`src/rtl/arb_bus_transfer_ctrl.sv`:
```
// Routes the granted master's write burst onto the shared slave port, counts beats and flags grant misuse.
// Optional stall timeout is enabled by defining BUS_TIMEOUT_EN.
//
// state   | meaning
// IDLE    | no owner; waiting for exactly one grant
// XFER    | driving the owner's beats onto the slave port
// DONE    | burst complete; m_done pulse for the owner
// RELEASE | waiting for the owner's grant to drop before accepting a new one
module arb_bus_transfer_ctrl #(
  parameter int ADDR_W      = 8,
  parameter int DATA_W      = 8,
  parameter int LEN_W       = 4,
  parameter int TIMEOUT_CYC = 16
) (
  input  logic                clock,
  input  logic                reset,
  input  logic                grant0,
  input  logic                grant1,
  input  logic                grant2,
  input  logic                grant3,
  input  logic [4*ADDR_W-1:0] m_addr,
  input  logic [4*DATA_W-1:0] m_wdata,
  input  logic [4*LEN_W-1:0]  m_len,
  output logic [3:0]          m_wready,
  output logic [3:0]          m_done,
  output logic                s_valid,
  output logic [ADDR_W-1:0]   s_addr,
  output logic [DATA_W-1:0]   s_wdata,
  input  logic                s_ready,
  output logic [1:0]          owner,
  output logic                busy,
  output logic                grant_err,
  output logic                timeout
);

  typedef enum logic [1:0] {IDLE, XFER, DONE, RELEASE} state_t;

  state_t             state_q, state_d;
  logic [1:0]         owner_q, owner_d;
  logic [ADDR_W-1:0]  base_q, base_d;
  logic [LEN_W-1:0]   len_q, len_d;
  logic [LEN_W-1:0]   beat_cnt_q, beat_cnt_d;
  logic               s_valid_q, s_valid_d;
  logic [3:0]         m_done_q, m_done_d;
  logic               grant_err_q, grant_err_d;
  logic               busy_q, busy_d;

  logic [3:0] grant;
  logic [1:0] grant_idx;
  logic       grant_any;
  logic       grant_multi;
  logic [3:0] own_oh;
  logic       owner_granted;
  logic       beat_acc;

  assign grant         = {grant3, grant2, grant1, grant0};
  assign grant_any     = |grant;
  assign grant_multi   = (grant & (grant - 4'd1)) != 4'd0;
  assign own_oh        = 4'd1 << owner_q;
  assign owner_granted = |(grant & own_oh);
  // A beat only counts while the owner still holds its grant; an abort cycle accepts nothing.
  assign beat_acc      = (state_q == XFER) && s_ready && owner_granted;

  always_comb begin
    grant_idx = 2'd0;
    for (int i = 0; i < 4; i++) begin
      if (grant[i]) grant_idx = 2'(i);
    end
  end

`ifdef BUS_TIMEOUT_EN
  localparam int STALL_W = $clog2(TIMEOUT_CYC + 1);
  logic [STALL_W-1:0] stall_cnt_q, stall_cnt_d;
  logic               timeout_q, timeout_d;
`endif

  always_comb begin
    state_d     = state_q;
    owner_d     = owner_q;
    base_d      = base_q;
    len_d       = len_q;
    beat_cnt_d  = beat_cnt_q;
    m_done_d    = 4'd0;
    grant_err_d = 1'b0;
`ifdef BUS_TIMEOUT_EN
    stall_cnt_d = stall_cnt_q;
    timeout_d   = 1'b0;
`endif
    case (state_q)
      IDLE: begin
        if (grant_multi) begin
          grant_err_d = 1'b1;
        end else if (grant_any) begin
          owner_d    = grant_idx;
          base_d     = m_addr[grant_idx*ADDR_W +: ADDR_W];
          len_d      = m_len[grant_idx*LEN_W +: LEN_W];
          beat_cnt_d = '0;
          state_d    = XFER;
`ifdef BUS_TIMEOUT_EN
          stall_cnt_d = '0;
`endif
        end
      end
      XFER: begin
        if (!owner_granted) begin
          grant_err_d = 1'b1;
          state_d     = IDLE;
        end else if (s_ready) begin
          beat_cnt_d = beat_cnt_q + 1'b1;
`ifdef BUS_TIMEOUT_EN
          stall_cnt_d = '0;
`endif
          if (beat_cnt_q == len_q) begin
            m_done_d = own_oh;
            state_d  = DONE;
          end
        end
`ifdef BUS_TIMEOUT_EN
        // Report the stalled burst as finished so the master drops req and frees the bus.
        else if (stall_cnt_q == STALL_W'(TIMEOUT_CYC - 1)) begin
          timeout_d = 1'b1;
          m_done_d  = own_oh;
          state_d   = RELEASE;
        end else begin
          stall_cnt_d = stall_cnt_q + 1'b1;
        end
`endif
      end
      DONE: begin
        state_d = RELEASE;
      end
      RELEASE: begin
        if (!owner_granted) state_d = IDLE;
      end
      default: begin
        state_d = IDLE;
      end
    endcase
    s_valid_d = (state_d == XFER);
    busy_d    = (state_d != IDLE);
  end

  always_ff @(posedge clock) begin
    if (reset) begin
      state_q     <= IDLE;
      owner_q     <= 2'd0;
      base_q      <= '0;
      len_q       <= '0;
      beat_cnt_q  <= '0;
      s_valid_q   <= 1'b0;
      m_done_q    <= 4'd0;
      grant_err_q <= 1'b0;
      busy_q      <= 1'b0;
`ifdef BUS_TIMEOUT_EN
      stall_cnt_q <= '0;
      timeout_q   <= 1'b0;
`endif
    end else begin
      state_q     <= state_d;
      owner_q     <= owner_d;
      base_q      <= base_d;
      len_q       <= len_d;
      beat_cnt_q  <= beat_cnt_d;
      s_valid_q   <= s_valid_d;
      m_done_q    <= m_done_d;
      grant_err_q <= grant_err_d;
      busy_q      <= busy_d;
`ifdef BUS_TIMEOUT_EN
      stall_cnt_q <= stall_cnt_d;
      timeout_q   <= timeout_d;
`endif
    end
  end

  assign s_valid   = s_valid_q;
  assign s_addr    = base_q + ADDR_W'(beat_cnt_q);
  assign s_wdata   = m_wdata[owner_q*DATA_W +: DATA_W];
  assign m_wready  = beat_acc ? own_oh : 4'd0;
  assign m_done    = m_done_q;
  assign owner     = owner_q;
  assign busy      = busy_q;
  assign grant_err = grant_err_q;
`ifdef BUS_TIMEOUT_EN
  assign timeout   = timeout_q;
`else
  assign timeout   = 1'b0;
`endif

endmodule

```
`config.mk`:
```
export PLATFORM = sky130hd
export DESIGN_NAME = arb_bus_transfer_ctrl
export DESIGN_NICKNAME = d
export VERILOG_FILES = /design/src/rtl/arb_bus_transfer_ctrl.sv
export SDC_FILE = /design/constraint.sdc
export NUM_CORES = 1
export LEC_CHECK = 0
export BUFFER_PORTS_ARGS = -buffer_cell sky130_fd_sc_hd__buf_4
export CORE_MARGIN = 2
export CORE_UTILIZATION = 44
export DETAILED_ROUTE_END_ITERATION = 8
export GPL_ROUTABILITY_DRIVEN = 1
export PLACE_DENSITY = 0.81
export REMOVE_ABC_BUFFERS = 1
export SETUP_SLACK_MARGIN = 0.5
export SLEW_MARGIN = 20
export SYNTH_ARGS = -nofsm -noshare
export SYNTH_HDL_FRONTEND = slang
export SYNTH_SLANG_ARGS = --single-unit
```
`constraint.sdc`:
```
create_clock -name clock -period 2.4 [get_ports clock]
set_input_delay 0.12 -clock clock [delete_from_list [all_inputs] [get_ports clock]]
set_output_delay 0.12 -clock clock [all_outputs]
set_load 0.02 [all_outputs]
```
==> impl_metrics.toml, run 1 <==
[outcome]
status = "complete, no violations"

[clocking]
cts_buffers = 3
tritoncts = "yes"
clock-sinks = 27
h-tree-depth = 1
insertion_delay_ps = 280
cts_buffer_depth = 2
clk_pin_slew_ps = 90
clock-root-buffer = "clkbuf_8"

[yosys]
yosysTopAreaCellShare_pct = 27.29
netlist_area_um2 = 1981
synthSimpleGateAreaFrac_pct = 17.12
yosysTopAreaCell = "dfxtp_1"
syn_avg_cell_area_um2 = 8.882
synth_top_family_by_area = "compound AO/OA/AOI/OAI gates"
yosysSeqAreaShare_pct = 27.29
ys_warn_count = 0
netlist_instances = 223
synth.most_common_cell = "dfxtp_1"
synth_compound_area_share_pct = 20.34
synth_adder_area_share_pct = 4.675
yosys-top-cells-count = "dfxtp_1, a21oi_1, mux2i_1"
synth_cell_type_count = 45
synth_edf_count = 0
synth-xor-area-share_pct = 6.191
synth_flop_cell = "dfxtp_1"
ys_ff_latch = 27
netlist_top_cells_area = "dfxtp_1, mux4_2, mux2i_1"
synth_mux_area_share_pct = 18.83
async_flop_share_pct = 0

[critical_path]
r2r_cells = 4
crit_path_end_kind = "primary output"
crit_type = "reg2out"
cp-start-kind = "flop"
rrSetupSlack_ps = 610
cp.required_ps = 2280
r2r-start = "state_q[1]"
cp.arrival_ps = 1840
r2r-end = "base_q[3]"
cp-startpoint = "beat_cnt_q[0]"
worstPathMaxFanout = 2

[timing]
skew_ps = 2.372
setup_violations = 0
rsz0062_at_grt = "true"
max-slew-margin-rel_pct = 61.84
final_max_slew_viol_count = 0
tightest_slew_ps = 570.3
tns_ps = 0
hold_violations = 0
fmax_mhz = 510.6
min_period_ps = 1959
timing.final.crit_share_pct = 81.61

[min_path]
hold_end = "base_q[1]"
hold_path_depth = 2
min_from = "reset"
hold_path_class = "in2reg"

[cells_and_area]
syn_to_final_growth_pct = 49.78
antenna_cells = 0
drive_gt1_share_pct = 45.45
fin_cells = 382
layout.nets = 424

[floorplan]
ios = 117
start_util_pct = 45.49
dieArea_um2 = 5055
coreArea_um2 = 4354
die_width_um = 71.10
die-height_um = 71.10
rows = 24

[power]
peakVddDrop_v = 0.0002458
leakagePower_nw = 1.367
internal_power_mw = 0.8747
swShare_pct = 33.12
comb_power_share_pct = 40.8
power.switching_mw = 0.4331
p_seq_share_pct = 39.0
powerDensity_nw_per_um2 = 440.9
pwr-share-clk_pct = 20.1

[global_routing]
grt_pass1_wl_um = 9073
grt_max_degree = 23
grt_pass1_vias = 2038
grt.overflow.total = 0
antenna_found_initial = 0
grtUsageMet1_pct = 24.89
grt_usage_pct = 21.99
use_met2_pct = 42.89
top_usage_layer = "met2"
grt_use_met3_pct = 3.704

[detailed_routing]
postRouteAntennaNets = 0
route.detailed.drc = 0
first_pass_iters = 4
drt-total-wl_um = 5905
avgViaCountPerCell = 5.607
vias = 2142
wl_per_cell_um = 15.46
dr.first_iter.drc_count = 102

[placed_design]
dp.cells = 374
portBuffers = 115
dp_hpwl_um = 4550
gp_congestion = 0.8504

[flow_run]
cap_viol_max_count = 0
power by group through the flow:
stage          clock (mW)  combinational [mW]  sequential [mW]
6_report            0.263               0.534            0.511
4_1_cts             0.265               0.532            0.512
5_1_grt             0.280               0.573            0.515
2_1_floorplan           0               0.258            0.538
3_3_place_gp            0               0.514            0.521
3_5_place_dp            0               0.525            0.521
cells in the final DEF, fill, tap and decap left out, types with 5 or more instances in the layout:
cell type	instances
xnor2_1	8
buf_4	122
xor2_1	6
mux4_2	9
nor2_1	11
nor3b_1	5
a21oi_1	18
nor3_1	11
nand3_1	5
dfxtp_1	23
o32a_1	7
mux2i_1	17
o21ai_0	15
nand2_1	12
a211oi_1	7
through the flow:
step / utilization [%] / hold WS (ps) / total power [mW] / worst slack, ps / cell area, um2
finish: 68.13 / 171.0 / 1.308 / 441.4 / 2967
global route: 68.13 / 182.9 / 1.368 / 358.8 / 2967
CTS: 67.61 / 162.1 / 1.309 / 432.1 / 2944
detailed placement: 65.23 / 475.1 / 1.046 / 534.8 / 2840
global placement: 65.23 / 470.2 / 1.035 / 565.5 / 2840
floorplan: - / 189.1 / 0.7954 / 301.1 / 1889
cell families (layout without fill, tap and decap cells):
group           Yosys count  in the layout
flops                    27             27
compound gates           62             62
mux                      26             26
other cells               1              1
buf+inv                  23            130
fa+ha+maj                 7              7
xor+xnor                 14             14
simple gates             63             63
flip-flops by register name (all words and copies together), names as in the netlist:
| register | count |
|---|---|
| s_valid | 1 |
| state_q | 2 |
| base_q | 8 |
| owner | 2 |
| m_done | 4 |
| busy | 1 |
| grant_err | 1 |
| len_q | 4 |
| beat_cnt_q | 4 |
worst max-delay path, cell delays in order, from the launching register on:
cell and delay [ps]:
dfxtp_4 360, ha_4 160, fa_2 350, a21o_1 170
a21oi_2 150, nor2_1 70, xor2_1 140, buf_4 170
worst max path at each step:
stage / slack (ps) / end
detailed placement: 530 / s_addr[6]
global placement: 570 / s_addr[6]
CTS: 430 / s_addr[6]
floorplan: 300 / m_wready[1]
global route: 360 / s_addr[5]
finish: 440 / s_addr[6]
timing repair:
| item | 4_1_cts | 5_1_grt |
|---|---|---|
| setup buffers | 2 | 2 |
| hold buffers | 0 | 0 |
| endpoints found under the setup margin | 4 | 8 |
| pin swaps | 3 | 2 |
| gates resized for setup | 11 | 3 |
routing by layer:
layer | vias to the layer above | wire (um)
met5 | - | 0
met4 | 0 | 46
met3 | 7 | 499
met2 | 103 | 3111
met1 | 989 | 2246
li1 | 1043 | -
layout make-up:
class	count	area [um2]
well taps	52	65.06
multi-input cells	173	1371
clock inverters	1	5.005
fillers	358	1388
flip-flops and latches	27	553.0
repair buffers	122	915.9
inverters	4	15.01
clock buffers	3	41.29
No activity file was read; power rests on OpenSTA's default activity.
==> inputs of run 2 (changes only) <==
--- a/config.mk
+++ b/config.mk
@@ -7,10 +7,10 @@
 export LEC_CHECK = 0
 export BUFFER_PORTS_ARGS = -buffer_cell sky130_fd_sc_hd__buf_4
 export CORE_MARGIN = 2
-export CORE_UTILIZATION = 44
+export CORE_UTILIZATION = 40
 export DETAILED_ROUTE_END_ITERATION = 8
 export GPL_ROUTABILITY_DRIVEN = 1
-export PLACE_DENSITY = 0.81
+export PLACE_DENSITY = 0.77
 export REMOVE_ABC_BUFFERS = 1
 export SETUP_SLACK_MARGIN = 0.5
 export SLEW_MARGIN = 20
==> constraint.sdc (replaced) <==
create_clock -name clock -period 1.8 [get_ports clock]
set_input_delay 0.09 -clock clock [delete_from_list [all_inputs] [get_ports clock]]
set_output_delay 0.09 -clock clock [all_outputs]
set_load 0.02 [all_outputs]
==> impl_metrics.toml, run 2 (synthesized netlist as in run 1, its figures left out) <==
[clocking]
clock-sinks = 27
cts_buffers = 3
h-tree-depth = 1
tritoncts = "yes"
clk_pin_slew_ps = 90
postCtsHoldBufs = 0
clock-root-buffer = "clkbuf_8"
insertion_delay_ps = 290
cts_buffer_depth = 2

[timing]
tightest_slew_ps = 524.1
hold_ws_ps = 165.8
min_period_ps = 1981
setup_violations = 5
fmax_mhz = 504.7
final.setup.worst_slack_ps = -181.3
max-slew-margin-rel_pct = 64.85
skew_ps = 4.072
hold_violations = 0
timing.final.crit_share_pct = 110.1
rsz0062_at_grt = "true"
final_max_slew_viol_count = 0
tns_ps = -491.5

[cells_and_area]
fin_cells = 420
antenna_cells = 0
syn_to_final_growth_pct = 80.04
largest_register_ff_count = 8
nFillCells = 349
layout.nets = 447
final_cell_mix = "buf_4, buf_6, dfxtp_1"
layout_commonest_cell = "buf_4"
final_area_um2 = 3566
largest-register = "base_q"
drive_gt1_share_pct = 60.91

[detailed_routing]
first_pass_iters = 4
dr.first_iter.drc_count = 119
postRouteAntennaNets = 0
drt-total-wl_um = 6979
avgViaCountPerCell = 5.483
route.detailed.drc = 0
vias = 2303
wl_per_cell_um = 16.62

[min_path]
hold_path_depth = 3
min_from = "m_addr[24]"
hold_path_class = "in2reg"
hold_end = "base_q[0]"

[critical_path]
slowest_delay_ps = 350
cp.required_ps = 1710
r2r_cells = 4
worstPathMaxFanout = 2
crit_family = "adder cells"
crit_type = "reg2out"
r2r-end = "len_q[2]"
crit_chain = "ha_4 -> fa_2 -> a21o_1 -> a21oi_2 -> nor2_1 -> xor2_1 -> buf_4"
worst-path-buf-inv = 1
r2r-start = "state_q[0]"
cp.arrival_ps = 1890
slowest_stage = "dfxtp_2"
crit_path_end_kind = "primary output"
cp-start-kind = "flop"
rrSetupSlack_ps = 90

[placed_design]
placed_cell_area_um2 = 2912
dp.cells = 396
portBuffers = 115
gp_congestion = 0.8454
dp_hpwl_um = 4531

[global_routing]
grt.overflow.total = 0
grt_pass1_vias = 2312
grt_usage_pct = 24.17
grt_max_degree = 23
antenna_found_initial = 0
grt_pass1_wl_um = 10340

[power]
leakagePower_nw = 1.573
powerDensity_nw_per_um2 = 573.0
total_power_mw = 2.043
peakVddDrop_v = 0.0003692

[outcome]
violations = "setup timing"
status = "finished, violations left"

[floorplan]
ios = 117
die-height_um = 74.37
start_util_pct = 41.66
dieArea_um2 = 5530
coreArea_um2 = 4755
rows = 25
die_width_um = 74.37

[flow_run]
cap_viol_max_count = 0
[run 2: metal layers]
metal  GRT usage (%)  up-vias  wire length [um]
li1                -     1098                 -
met1           25.00     1082              2499
met4           8.135        0               142
met3           4.472       17               525
met2           47.98      106              3812
met5               0        -                 0
[run 2: how the worst max path moves through the flow]
stage / start / endpoint / cells past startpoint
floorplan: owner[0] / m_wready[1] / 3
global placement: base_q[0] / s_addr[6] / 7
detailed placement: base_q[0] / s_addr[6] / 7
CTS: base_q[0] / s_addr[6] / 7
global route: beat_cnt_q[0] / s_addr[6] / 7
finish: base_q[0] / s_addr[6] / 7
[run 2: final cells by class]
cell class              instances  area, um2  area share (%)
clock buffers                   3      41.29           1.158
clock inverters                 1      5.005          0.1404
inverters                       4      15.01          0.4211
multi-input cells             174       1658           46.49
flip-flops and latches         27      555.5           15.58
well taps                      67      83.83           2.351
repair buffers                144       1207           33.86
[run 2: report_power, final]
part / switching (mW) / total (mW) / internal, mW / leakage [nW]
clock: 0.208 / 0.364 / 0.156 / 0.0255
combinational: 0.460 / 0.992 / 0.533 / 1.32
sequential: 0.0446 / 0.687 / 0.643 / 0.224
[run 2: what timing repair did]
item | CTS | global route
gates cloned | 2 | 0
buffers inserted | 11 | 7
resized for setup | 65 | 34
endpoints found under the hold margin | 0 | 0
pin swaps | 22 | 20
endpoints found under the setup margin | 46 | 47
[run 2: through the flow]
step	setup WS, ps	util (%)
6_report	-181.3	75.00
5_1_grt	-234.9	75.00
4_1_cts	-143.5	70.39
3_5_place_dp	3.396	61.24
3_3_place_gp	51.91	61.24
2_1_floorplan	-268.9	-
[run 2: tightest hold or removal path: stages]
cell and delay (ps):
buf_4 80, mux2i_1 70, a211oi_2 180
